## src/rtl/ps2_keyfifo_pkg.sv

```systemverilog
// Shared constants and types for the PS/2 key event queue: register map,
// prefix bytes, prefix-tracking states and the queued entry width.
package ps2_keyfifo_pkg;

    localparam logic [15:0] KF_DATA = 16'hFFB0;
    localparam logic [15:0] KF_STAT = 16'hFFB1;
    localparam logic [15:0] KF_CNT  = 16'hFFB2;
    localparam logic [15:0] KF_ID   = 16'hFFB3;

    localparam logic [7:0] PFX_EXT  = 8'hE0;
    localparam logic [7:0] PFX_BRK  = 8'hF0;
    localparam logic [7:0] KF_ID_VAL = 8'h5A;

    localparam int ENTRY_W = 10;

    typedef enum logic [1:0] {
        ST_IDLE    = 2'd0,
        ST_EXT     = 2'd1,
        ST_BRK     = 2'd2,
        ST_EXT_BRK = 2'd3
    } pfx_state_t;

    // 00 and FF are what the receiver hands over when a frame was bad.
    function automatic logic is_err_byte(input logic [7:0] b);
        return (b == 8'h00) || (b == 8'hFF);
    endfunction

endpackage

```

## src/rtl/sync_fifo.sv

```systemverilog
// Single-clock FIFO with asynchronous head read, flush, and registered
// full/empty flags. A push into a full FIFO is accepted only alongside a pop.
module sync_fifo #(
    parameter int WIDTH      = 10,
    parameter int DEPTH_LOG2 = 4
) (
    input  logic                  clk,
    input  logic                  rst,
    input  logic                  push,
    input  logic                  pop,
    input  logic                  flush,
    input  logic [WIDTH-1:0]      din,
    output logic [WIDTH-1:0]      dout,
    output logic [DEPTH_LOG2:0]   count,
    output logic                  full,
    output logic                  empty
);

    localparam int DEPTH = 1 << DEPTH_LOG2;
    localparam logic [DEPTH_LOG2:0]   DEPTH_CNT = (DEPTH_LOG2 + 1)'(DEPTH);
    localparam logic [DEPTH_LOG2:0]   CNT_ONE   = (DEPTH_LOG2 + 1)'(1);
    localparam logic [DEPTH_LOG2-1:0] PTR_ONE   = DEPTH_LOG2'(1);

    logic [WIDTH-1:0]      mem_r [DEPTH];
    logic [DEPTH_LOG2-1:0] wr_ptr_r, rd_ptr_r, wr_ptr_nxt_s, rd_ptr_nxt_s;
    logic [DEPTH_LOG2:0]   count_r, count_nxt_s;
    logic                  full_r, empty_r;
    logic                  do_push_s, do_pop_s;

    // Decide which operations take effect and the resulting pointers/count.
    always_comb begin
        do_pop_s     = pop && !empty_r && !flush;
        do_push_s    = push && (!full_r || do_pop_s) && !flush;
        wr_ptr_nxt_s = wr_ptr_r;
        rd_ptr_nxt_s = rd_ptr_r;
        count_nxt_s  = count_r;
        if (flush) begin
            wr_ptr_nxt_s = '0;
            rd_ptr_nxt_s = '0;
            count_nxt_s  = '0;
        end else begin
            if (do_push_s) begin
                wr_ptr_nxt_s = wr_ptr_r + PTR_ONE;
            end else begin
                wr_ptr_nxt_s = wr_ptr_r;
            end
            if (do_pop_s) begin
                rd_ptr_nxt_s = rd_ptr_r + PTR_ONE;
            end else begin
                rd_ptr_nxt_s = rd_ptr_r;
            end
            if (do_push_s && !do_pop_s) begin
                count_nxt_s = count_r + CNT_ONE;
            end else if (do_pop_s && !do_push_s) begin
                count_nxt_s = count_r - CNT_ONE;
            end else begin
                count_nxt_s = count_r;
            end
        end
    end

    // Pointer, count and flag registers.
    always_ff @(posedge clk) begin
        if (rst) begin
            wr_ptr_r <= '0;
            rd_ptr_r <= '0;
            count_r  <= '0;
            full_r   <= 1'b0;
            empty_r  <= 1'b1;
        end else begin
            wr_ptr_r <= wr_ptr_nxt_s;
            rd_ptr_r <= rd_ptr_nxt_s;
            count_r  <= count_nxt_s;
            full_r   <= (count_nxt_s == DEPTH_CNT);
            empty_r  <= (count_nxt_s == '0);
        end
    end

    // Storage array; contents need no reset since empty masks the head.
    always_ff @(posedge clk) begin
        if (do_push_s) begin
            mem_r[wr_ptr_r] <= din;
        end
    end

    assign dout  = mem_r[rd_ptr_r];
    assign count = count_r;
    assign full  = full_r;
    assign empty = empty_r;

endmodule

```

## src/rtl/ps2_keyfifo.sv

```systemverilog
// PS/2 key event queue: folds E0/F0 prefixes into flags, buffers events and
// exposes the queue head as CPU registers at $FFB0..$FFB3.
module ps2_keyfifo
    import ps2_keyfifo_pkg::*;
#(
    parameter int DEPTH_LOG2 = 4
) (
    input  logic        CLOCK,
    input  logic        RESET,
    input  logic [7:0]  PS2_DATA,
    input  logic        PS2_HIT,
    input  logic [15:0] I_ADDR,
    input  logic [7:0]  I_DATA,
    input  logic        I_WREN,
    output logic [7:0]  O_DATA,
    output logic        O_SEL,
    output logic        O_IRQ
);

    pfx_state_t            state_r, state_nxt_s;
    logic                  ovf_r;
    logic                  push_req_s, pop_req_s, flush_s, ovf_clr_s, drop_s;
    logic                  ext_s, brk_s;
    logic [ENTRY_W-1:0]    entry_s, head_s;
    logic [DEPTH_LOG2:0]   count_s;
    logic                  full_s, empty_s;
    logic [7:0]            count8_s;
    logic                  unused_wdata_s;

    assign pop_req_s      = I_WREN && (I_ADDR == KF_DATA);
    assign flush_s        = I_WREN && (I_ADDR == KF_STAT) && I_DATA[0];
    assign ovf_clr_s      = I_WREN && (I_ADDR == KF_STAT) && I_DATA[1];
    assign unused_wdata_s = ^I_DATA[7:2];

    assign ext_s   = (state_r == ST_EXT) || (state_r == ST_EXT_BRK);
    assign brk_s   = (state_r == ST_BRK) || (state_r == ST_EXT_BRK);
    assign entry_s = {ext_s, brk_s, PS2_DATA};

    // Prefix state register.
    always_ff @(posedge CLOCK) begin
        if (RESET) begin
            state_r <= ST_IDLE;
        end else begin
            state_r <= state_nxt_s;
        end
    end

    // Prefix tracking; a flush also abandons any half-received prefix.
    always_comb begin
        state_nxt_s = state_r;
        push_req_s  = 1'b0;
        if (flush_s) begin
            state_nxt_s = ST_IDLE;
        end else if (PS2_HIT) begin
            if (is_err_byte(PS2_DATA)) begin
                state_nxt_s = ST_IDLE;
            end else if (PS2_DATA == PFX_EXT) begin
                case (state_r)
                    ST_IDLE: state_nxt_s = ST_EXT;
                    ST_BRK:  state_nxt_s = ST_EXT_BRK;
                    default: state_nxt_s = state_r;
                endcase
            end else if (PS2_DATA == PFX_BRK) begin
                case (state_r)
                    ST_IDLE: state_nxt_s = ST_BRK;
                    ST_EXT:  state_nxt_s = ST_EXT_BRK;
                    default: state_nxt_s = state_r;
                endcase
            end else begin
                push_req_s  = 1'b1;
                state_nxt_s = ST_IDLE;
            end
        end else begin
            state_nxt_s = state_r;
        end
    end

    sync_fifo #(
        .WIDTH      (ENTRY_W),
        .DEPTH_LOG2 (DEPTH_LOG2)
    ) u_fifo (
        .clk   (CLOCK),
        .rst   (RESET),
        .push  (push_req_s),
        .pop   (pop_req_s),
        .flush (flush_s),
        .din   (entry_s),
        .dout  (head_s),
        .count (count_s),
        .full  (full_s),
        .empty (empty_s)
    );

    // A full FIFO only drops when no pop frees a slot in the same cycle.
    assign drop_s = push_req_s && full_s && !pop_req_s;

    // Sticky overflow; a drop outranks a same-cycle clear.
    always_ff @(posedge CLOCK) begin
        if (RESET) begin
            ovf_r <= 1'b0;
        end else if (drop_s) begin
            ovf_r <= 1'b1;
        end else if (ovf_clr_s) begin
            ovf_r <= 1'b0;
        end else begin
            ovf_r <= ovf_r;
        end
    end

    assign O_IRQ = !empty_s;

    // Asynchronous register read mux.
    always_comb begin
        count8_s                 = 8'h00;
        count8_s[DEPTH_LOG2:0]   = count_s;
        O_SEL                    = (I_ADDR[15:2] == KF_DATA[15:2]);
        O_DATA                   = 8'h00;
        if (O_SEL) begin
            case (I_ADDR[1:0])
                2'd0:    O_DATA = empty_s ? 8'h00 : head_s[7:0];
                2'd1:    O_DATA = {head_s[9] && !empty_s, head_s[8] && !empty_s,
                                   3'b000, ovf_r, full_s, empty_s};
                2'd2:    O_DATA = count8_s;
                default: O_DATA = KF_ID_VAL;
            endcase
        end else begin
            O_DATA = 8'h00;
        end
    end

endmodule

```

## config.mk

```make
export PLATFORM = sky130hd
export DESIGN_NAME = ps2_keyfifo
export DESIGN_NICKNAME = d
export VERILOG_FILES = /design/src/rtl/ps2_keyfifo_pkg.sv /design/src/rtl/sync_fifo.sv /design/src/rtl/ps2_keyfifo.sv
export SDC_FILE = /design/constraint.sdc
export NUM_CORES = 1
export LEC_CHECK = 0
export CAP_MARGIN = 20
export CORE_MARGIN = 2
export CORE_UTILIZATION = 59
export DETAILED_ROUTE_END_ITERATION = 10
export PLACE_DENSITY = 0.79
export SLEW_MARGIN = 15
export SYNTH_ARGS = -nofsm -noshare
export SYNTH_HDL_FRONTEND = slang
export SYNTH_SLANG_ARGS = --single-unit
```

## constraint.sdc

```tcl
create_clock -name CLOCK -period 4.4 [get_ports CLOCK]
set_clock_uncertainty 0.15 [all_clocks]
set_input_delay 1.1 -clock CLOCK [delete_from_list [all_inputs] [get_ports CLOCK]]
set_output_delay 1.1 -clock CLOCK [all_outputs]
set_load 0.05 [all_outputs]
```

# Word level (Yosys, flattened, before mapping)
# Memories as Yosys holds them, arrays and structs flattened. A register that Yosys moved wholly into a read port is not among the register bits.
# Index checks and enable logic that the tools add are counted.
[totals] register_bits=18 inputBits=36 n_memories=1 word_cells=79 out_inout_bits=10 mem_bits_rw=160
[op_classes] add_sub_neg=4 n_reduce_logical=31 n_eq_ne=14 n_mux=22
[mem_list] memory="u_fifo.mem_r" words=16 word_bits=10 read_ports=1 rd_clocked_by_memory_dff=1 write_ports=1 line_no="sync_fifo.sv:24" text="logic [WIDTH-1:0] mem_r [DEPTH];"
[ops] operator="equality test 16 bit (second input constant)" n=2
[ops] operator="equality test 8 bit (second input constant)" n=3
[ops] operator="one-hot mux 8 bit (3 select lines)" n=1
[ops] operator="2-to-1 mux 8 bit" n=2
[ops] operator="2-to-1 mux 5 bit" n=3
[ops] operator="equality test 14 bit (second input constant)" n=1
[ops] operator="logical AND 1 bit" n=14
[ops] operator="2-to-1 mux 1 bit" n=9
[ops] operator="adder 4 x 1 -> 4 bit (second input constant)" n=2
[ops] operator="zero test 8 bit" n=1
[ops] operator="2-to-1 mux 4 bit" n=2
[ops] operator="one-hot mux 2 bit (2 select lines)" n=2
[ops] operator="equality test 2 bit (second input constant)" n=3
[ops] operator="zero test 1 bit" n=6
[ops] operator="2-to-1 mux 2 bit" n=3
[ops] operator="adder 5 x 1 -> 5 bit (second input constant)" n=1
[ops] operator="equality test 5 bit (second input constant)" n=1
[ops] operator="zero test 5 bit" n=1
[ops] operator="!= test 5 x 4 -> 1 bit (second input constant)" n=1
[ops] operator="subtractor 5 x 1 -> 5 bit (second input constant)" n=1
[ops] operator="equality test 2 x 1 -> 1 bit (second input constant)" n=2
[ops] operator="zero test 2 bit" n=2
[ops] operator="logical OR 1 bit" n=4
[ops] operator="!= test 4 x 3 -> 1 bit (second input constant)" n=1
[ops] operator="other kinds (3)" n=3

# Logic depth before layout (Yosys ltp)
# Gate-level depths: netlist of the first run.
[depth] depth_word=14 depth_mapped=8 depth_no_buf=8

# Cells and area by module
# A second synthesis of the first run with hierarchy kept.
[hier_totals] hier_cells=414 hier_area_um2=7587.3
[modules_own_cells] mod="sync_fifo" cells_each=345 instances=1 area_each_um2=7141.8 seq_area_each_um2=5185.0
[modules_own_cells] mod="ps2_keyfifo" cells_each=69 instances=1 area_each_um2=445.4 seq_area_each_um2=60.1

# Worst setup path after synthesis of the first run
# No wires, ideal clock.
[synth_path] kind="input to output" from="in I_ADDR[3]" to="out O_DATA[7]" path_buffers=1 required_time_ns=3.150 setup_slack_ns=-0.361 t_arrival_ns=3.511 cell_stages=4 path_cell_list="or2_0 or4_4 buf_6 nor4_1"
[synth_between] elab_chain_cells=2
[synth_rtl] element="start, declared" line_no="ps2_keyfifo.sv:12" text="input logic [15:0] I_ADDR,"
[synth_rtl] element="equality test 14 bit" line_no="ps2_keyfifo.sv:116" text="O_SEL = (I_ADDR[15:2] == KF_DATA[15:2]);"
[synth_rtl] element="2-to-1 mux 8 bit" line_no="ps2_keyfifo.sv:118" text="if (O_SEL) begin"
[synth_rtl] element="end, declared" line_no="ps2_keyfifo.sv:15" text="output logic [7:0] O_DATA,"
# No other way between the ends.

# Final worst setup path of the first run
[layout_path] from="in I_ADDR[3]" to="out O_DATA[0]"
# The elaborated chain is that of the path after synthesis.

==> results.yml, run 1 <==
timing:
  worst_pin_slew_ps: 715
  fmax_mhz: 239
  hold_violations: 0
  tns_ps: 0
  finalCritPeriodShare_pct: 95.1
  relSlewSlack_pct: 52.3
  setup_viol: 0
  layout_min_cycle_time_ps: 4190
  rsz0062_at_grt: "no"
  slew_violations: 0
clock_network:
  cts_resized: 0
  root_buffer: "clkbuf_16"
  clkSlewWorstSetupHoldPaths_ps: 70
  clk_latency_ps: 430
  cts_tree: "built"
  cts_made_buffers: 17
  cts_sinks: 182
  cts_setup_buffers: 0
  hold_buffers: 0
  h-tree-depth: 4
  clockBufferDepth: 2
yosys:
  yosysUniqueCellTypes: 48
  ys_warn_count: 0
  syn_nets: 459
  synthArstFlopShare_pct: 0
  synth.avg_cell_area_um2: 18.1
  synth_most_common_cell: "edfxtp_1"
  synth_ff_type: "edfxtp_1"
  syn_area_um2: 7510
  synth_commonest_cells: "edfxtp_1, mux4_2, dfxtp_1"
  synth_top_area_share_pct: 63.9
  synth_edf_count: 160
  ys_seq_area_share_pct: 69.8
  synth_area_leaders: "edfxtp_1, mux4_2, dfxtp_1"
  ys_seq_elements: 182
  syn_inst: 416
  synth_largest_area_cell: "edfxtp_1"
drt:
  dr.pass1.iters: 5
  drc_errors: 0
  num_vias: 4281
  via_per_inst: 6.30
  drt-initial-drc-count: 497
  routed_wl_um: 17100
  routedWlPerCell_um: 25.2
  antenna_left: 0
critical_path:
  path_class: "primary input to output pin"
  required_ps: 3150
  crit_chain: "clkdlybuf4s50_1 -> or2_0 -> or4_4 -> inv_2 -> nand2_1 -> a21oi_1 -> buf_12"
  path_max_fanout: 6
  crit_family: "simple AND/OR/NAND/NOR gates"
  worst-path-buf-inv: 3
  crit_path_top_delay_cell: "or4_4"
  max_stage_delay_ps: 600
  cp-end-kind: "output pin"
  crit_arrival_ps: 2940
  cp-start-kind: "primary input"
outcome:
  status: "completed"
layout:
  fin_nets: 538
  final_util_pct: 72.3
  finish.instance_area_um2: 9050
  fillers: 771
  syn2layout_area_growth_pct: 20.5
  diodes: 0
  drive_gt1_share_pct: 27.8
placement:
  portBuffers: 39
  gp_congestion: 0.856
  hpwl_um: 11000
  placed_cell_area_um2: 8480
die:
  design.die.area_um2: 13700
  pin_count: 46
  die_x_um: 117
  initial_core_util_pct: 60.0
  fp-row-count: 41
  dieHeight_um: 117
  design.core.area_um2: 12500
min_path:
  worstHoldPathType: "flop to flop"
flow_run:
  max_cap_viol_count: 0
global_routing:
  first_global_vias: 4348
  antenna_found_initial: 0
  grt_remaining_overflow: 0
  grt_max_degree: 23
  grt_usage_pct: 27.0
  grt_pass1_wl_um: 25200
pwr:
  leakage_uw: 0.00302
  ir_worst_vdd_mv: 0.393
  p_per_area_nw_per_um2: 402
-- worst reg2reg max path, delay by kind of cell (launching register included) --
family / cells / cell delay [ps]
and+or+nand+nor: 4 / 1390
DFF: 1 / 360
AOI/OAI and AO/OA: 1 / 270
buffers and inverters: 1 / 240
-- metrics by stage --
step           std cells  worst slack (ps)  hold WS [ps]  total power (uW)
2_1_floorplan        416               179           335              2090
3_3_place_gp         648               229           364              2190
3_5_place_dp         648               227           385              2210
4_1_cts              680               205           399              3660
5_1_grt              680               122           422              3730
6_report             680               214           401              3640
-- registers in the layout, summed over array words and instances (netlist names), named ones only --
register         flops
u_fifo.mem_r       160
u_fifo.count         5
u_fifo.rd_ptr_r      4
u_fifo.wr_ptr_r      4
state_r              2
ovf_r                1
u_fifo.empty         1
u_fifo.full          1
-- placed cells by master, fill, tap and decap left out, types with 3 or more instances in the layout --
cell type,n
a211o_1,3
a211oi_1,3
a21oi_1,10
a31oi_1,3
and2_1,3
and3_1,17
buf_12,12
buf_4,38
clkbuf_16,17
clkdlybuf4s50_1,30
clkinvlp_4,3
dfxtp_1,21
edfxtp_1,160
ha_1,7
inv_1,11
inv_6,3
mux2i_1,4
mux4_2,50
nand2_1,13
nand2b_1,3
nand3_1,8
nand4_1,5
nor2_1,20
nor2b_1,5
nor3_1,4
o21ai_0,8
xnor2_1,6
xor2_1,4
-- power by group --
part           internal, uW  total, uW  switching (uW)
logic                  99.8        228             129
registers              1920       1950            24.3
clock network           793       1460             668
total                  2820       3640             821
-- cells by family after synthesis --
family / share of synthesized area [%]
multiplexers: 15.5
AO/OA/AOI/OAI: 3.63
XOR/XNOR: 1.17
AND/OR/NAND/NOR: 6.93
flip-flops: 69.8
adder cells (fa/ha/maj): 1.17
buffers and inverters: 1.78
-- layer usage --
| metal | wire (um) | share of wire (%) | vias up | track usage [%] |
|---|---|---|---|---|
| li1 | - | - | 1844 | - |
| met1 | 6350 | 37 | 2161 | 33.9 |
| met4 | 597 | 3.5 | 0 | 11.8 |
| met2 | 8880 | 52 | 232 | 46.2 |
| met5 | 0 | 0 | - | 0 |
| met3 | 1320 | 7.7 | 44 | 5.66 |
-- final cells by class --
class | count | area [um^2] | area share [%]
flip-flops and latches | 182 | 5250 | 58.0
multi-input cells | 202 | 2150 | 23.7
repair buffers | 80 | 826 | 9.12
clock buffers | 17 | 425 | 4.70
well taps | 172 | 215 | 2.38
clock inverters | 15 | 148 | 1.63
inverters | 12 | 45.0 | 0.498
-- final timing paths --
path	from	to	slack [ps]	cells past startpoint
setup / recovery	I_ADDR[3]	O_DATA[0]	210	7
hold / removal	ovf_r	ovf_r	400	2
setup reg to reg	u_fifo.empty	u_fifo.mem_r[2][5]	1680	6
hold reg to reg	ovf_r	ovf_r	400	2
(Power assumes the default switching activity.)
==> inputs of run 2 (changes only) <==
Settings changed: CORE_UTILIZATION 59 to 35, PLACE_DENSITY 0.79 to 0.52, SKIP_CTS_REPAIR_TIMING from default to 1.
==> run 2 against run 1 <==
- wire length is 3.8% higher
- first-iteration DRC count down 35%
- utilization is 28 points lower
- flip-flop and latch count unchanged
- cell area grew 2.5%
- highest routed layer unchanged
- count of clock-buffer cells in the layout increased by 1
- via count down 3.2%
- fmax decreased by 1.0%
==> results.yml, run 2 (synthesis results as in run 1) <==
layout:
  multi_input_area_um2: 2150
  register_area_um2: 5250
  largest_reg_flops: 160
  fillers: 1806
  mostFrequentLayoutCell: "edfxtp_1"
  fin_nets: 553
  drive_gt1_share_pct: 29.8
  syn2layout_area_growth_pct: 23.5
  finish.instance_area_um2: 9280
  diodes: 0
  final_cell_mix: "edfxtp_1, buf_4, mux4_2"
  top_register: "u_fifo.mem_r"
die:
  pin_count: 46
  fp-row-count: 53
  dieHeight_um: 151
  design.die.area_um2: 22700
  design.core.area_um2: 21000
  die_x_um: 151
  initial_core_util_pct: 35.7
global_routing:
  grt_pass1_wl_um: 26700
  grt_max_degree: 20
  first_global_vias: 4382
  grt_usage_pct: 16.7
  antenna_found_initial: 0
  grt_remaining_overflow: 0
clock_network:
  cts_sinks: 182
  root_buffer: "clkbuf_16"
  clockBufferDepth: 2
  h-tree-depth: 4
  clk_latency_ps: 430
  clkSlewWorstSetupHoldPaths_ps: 70
  cts_tree: "built"
  cts_made_buffers: 17
critical_path:
  worstRegToRegCells: 7
  path_class: "primary input to output pin"
  crit_chain: "clkdlybuf4s50_1 -> or2_0 -> or4_4 -> inv_2 -> buf_4 -> and3_1 -> buf_12"
  rrSetupSlack_ps: 1950
  max_stage_delay_ps: 650
  crit_family: "simple AND/OR/NAND/NOR gates"
  cp-end-kind: "output pin"
  cp-start-kind: "primary input"
  r2r-start: "u_fifo.empty"
  crit_path_top_delay_cell: "or4_4"
  r2r-end: "u_fifo.mem_r[9][1]"
  required_ps: 3150
  path_max_fanout: 13
  worst-path-buf-inv: 4
  crit_arrival_ps: 2980
flow_run:
  max_cap_viol_count: 0
drt:
  num_vias: 4146
  drc_errors: 0
  antenna_left: 0
  drt-initial-drc-count: 324
  routedWlPerCell_um: 22.3
  dr.pass1.iters: 5
  via_per_inst: 5.20
  routed_wl_um: 17800
pwr:
  p_per_area_nw_per_um2: 388
  ir_worst_vdd_mv: 0.296
  leakage_uw: 0.00310
  power.total_uw: 3600
placement:
  gp_congestion: 0.810
  portBuffers: 39
  hpwl_um: 12200
  placed_cell_area_um2: 8730
min_path:
  worstHoldPathType: "flop to flop"
  min_to: "ovf_r"
  hold_depth: 2
  min_from: "ovf_r"
timing:
  fmax_mhz: 236
  layout_min_cycle_time_ps: 4230
  slew_violations: 0
  relSlewSlack_pct: 48.4
  tns_ps: 0
  worst_pin_slew_ps: 773
  finalCritPeriodShare_pct: 96.1
  rsz0062_at_grt: "no"
  setup_viol: 0
  hold_violations: 0
outcome:
  status: "completed"
==> run 2: cell types whose count changed in the layout (fill, tap and decap cells not counted), moves of 2 or more <==
cell / delta
buf_4: +15
clkinvlp_4: -2
inv_6: +2
inv_8: -2
==> run 2: final cells by class <==
class / instances / area share [%]
well taps: 275 / 3.71
clock buffers: 18 / 4.63
multi-input cells: 202 / 23.2
inverters: 12 / 0.485
flip-flops and latches: 182 / 56.6
repair buffers: 95 / 10.1
clock inverters: 14 / 1.33
==> run 2: power by group <==
group | internal (uW) | total (uW) | switching, uW
Clock | 783 | 1430 | 645
Sequential | 1920 | 1950 | 22.0
Combinational | 106 | 232 | 126
==> run 2: how the worst max path moves through the flow <==
stage	startpoint	endpoint	slack (ps)	cells after the start
after floorplan	I_ADDR[3]	O_DATA[0]	180	5
after detailed placement	I_ADDR[3]	O_DATA[5]	160	7
after CTS	I_ADDR[3]	O_DATA[5]	160	7
after global placement	I_ADDR[3]	O_DATA[0]	150	7
final	I_ADDR[3]	O_DATA[5]	170	7
after global routing	I_ADDR[3]	O_DATA[5]	70	7
==> run 2: per-stage QoR <==
| step | hold WS (ps) | utilization (%) | instances | setup slack, ps |
|---|---|---|---|---|
| after global placement | 359 | 41.5 | 766 | 149 |
| after detailed placement | 364 | 41.5 | 766 | 155 |
| after CTS | 382 | 44.1 | 798 | 155 |
| final | 376 | 44.1 | 798 | 172 |
| after global routing | 439 | 44.1 | 798 | 65.9 |
| after floorplan | 335 | - | 416 | 179 |
==> run 2: routing by layer <==
metal / track usage, % / up-vias / part of all wire [%]
met5: 0 / - / 0
met4: 6.46 / 0 / 2.4
met3: 3.76 / 25 / 4.4
met2: 26.4 / 99 / 47
met1: 22.7 / 2145 / 46
li1: - / 1877 / -
==> run 2: worst reg2reg max path: cells and delay by family, from the launching register on <==
family                 cells  cell delay [ps]
AO/OA/AOI/OAI              1              240
buffers and inverters      2              430
flip-flops                 1              350
AND/OR/NAND/NOR            4              950
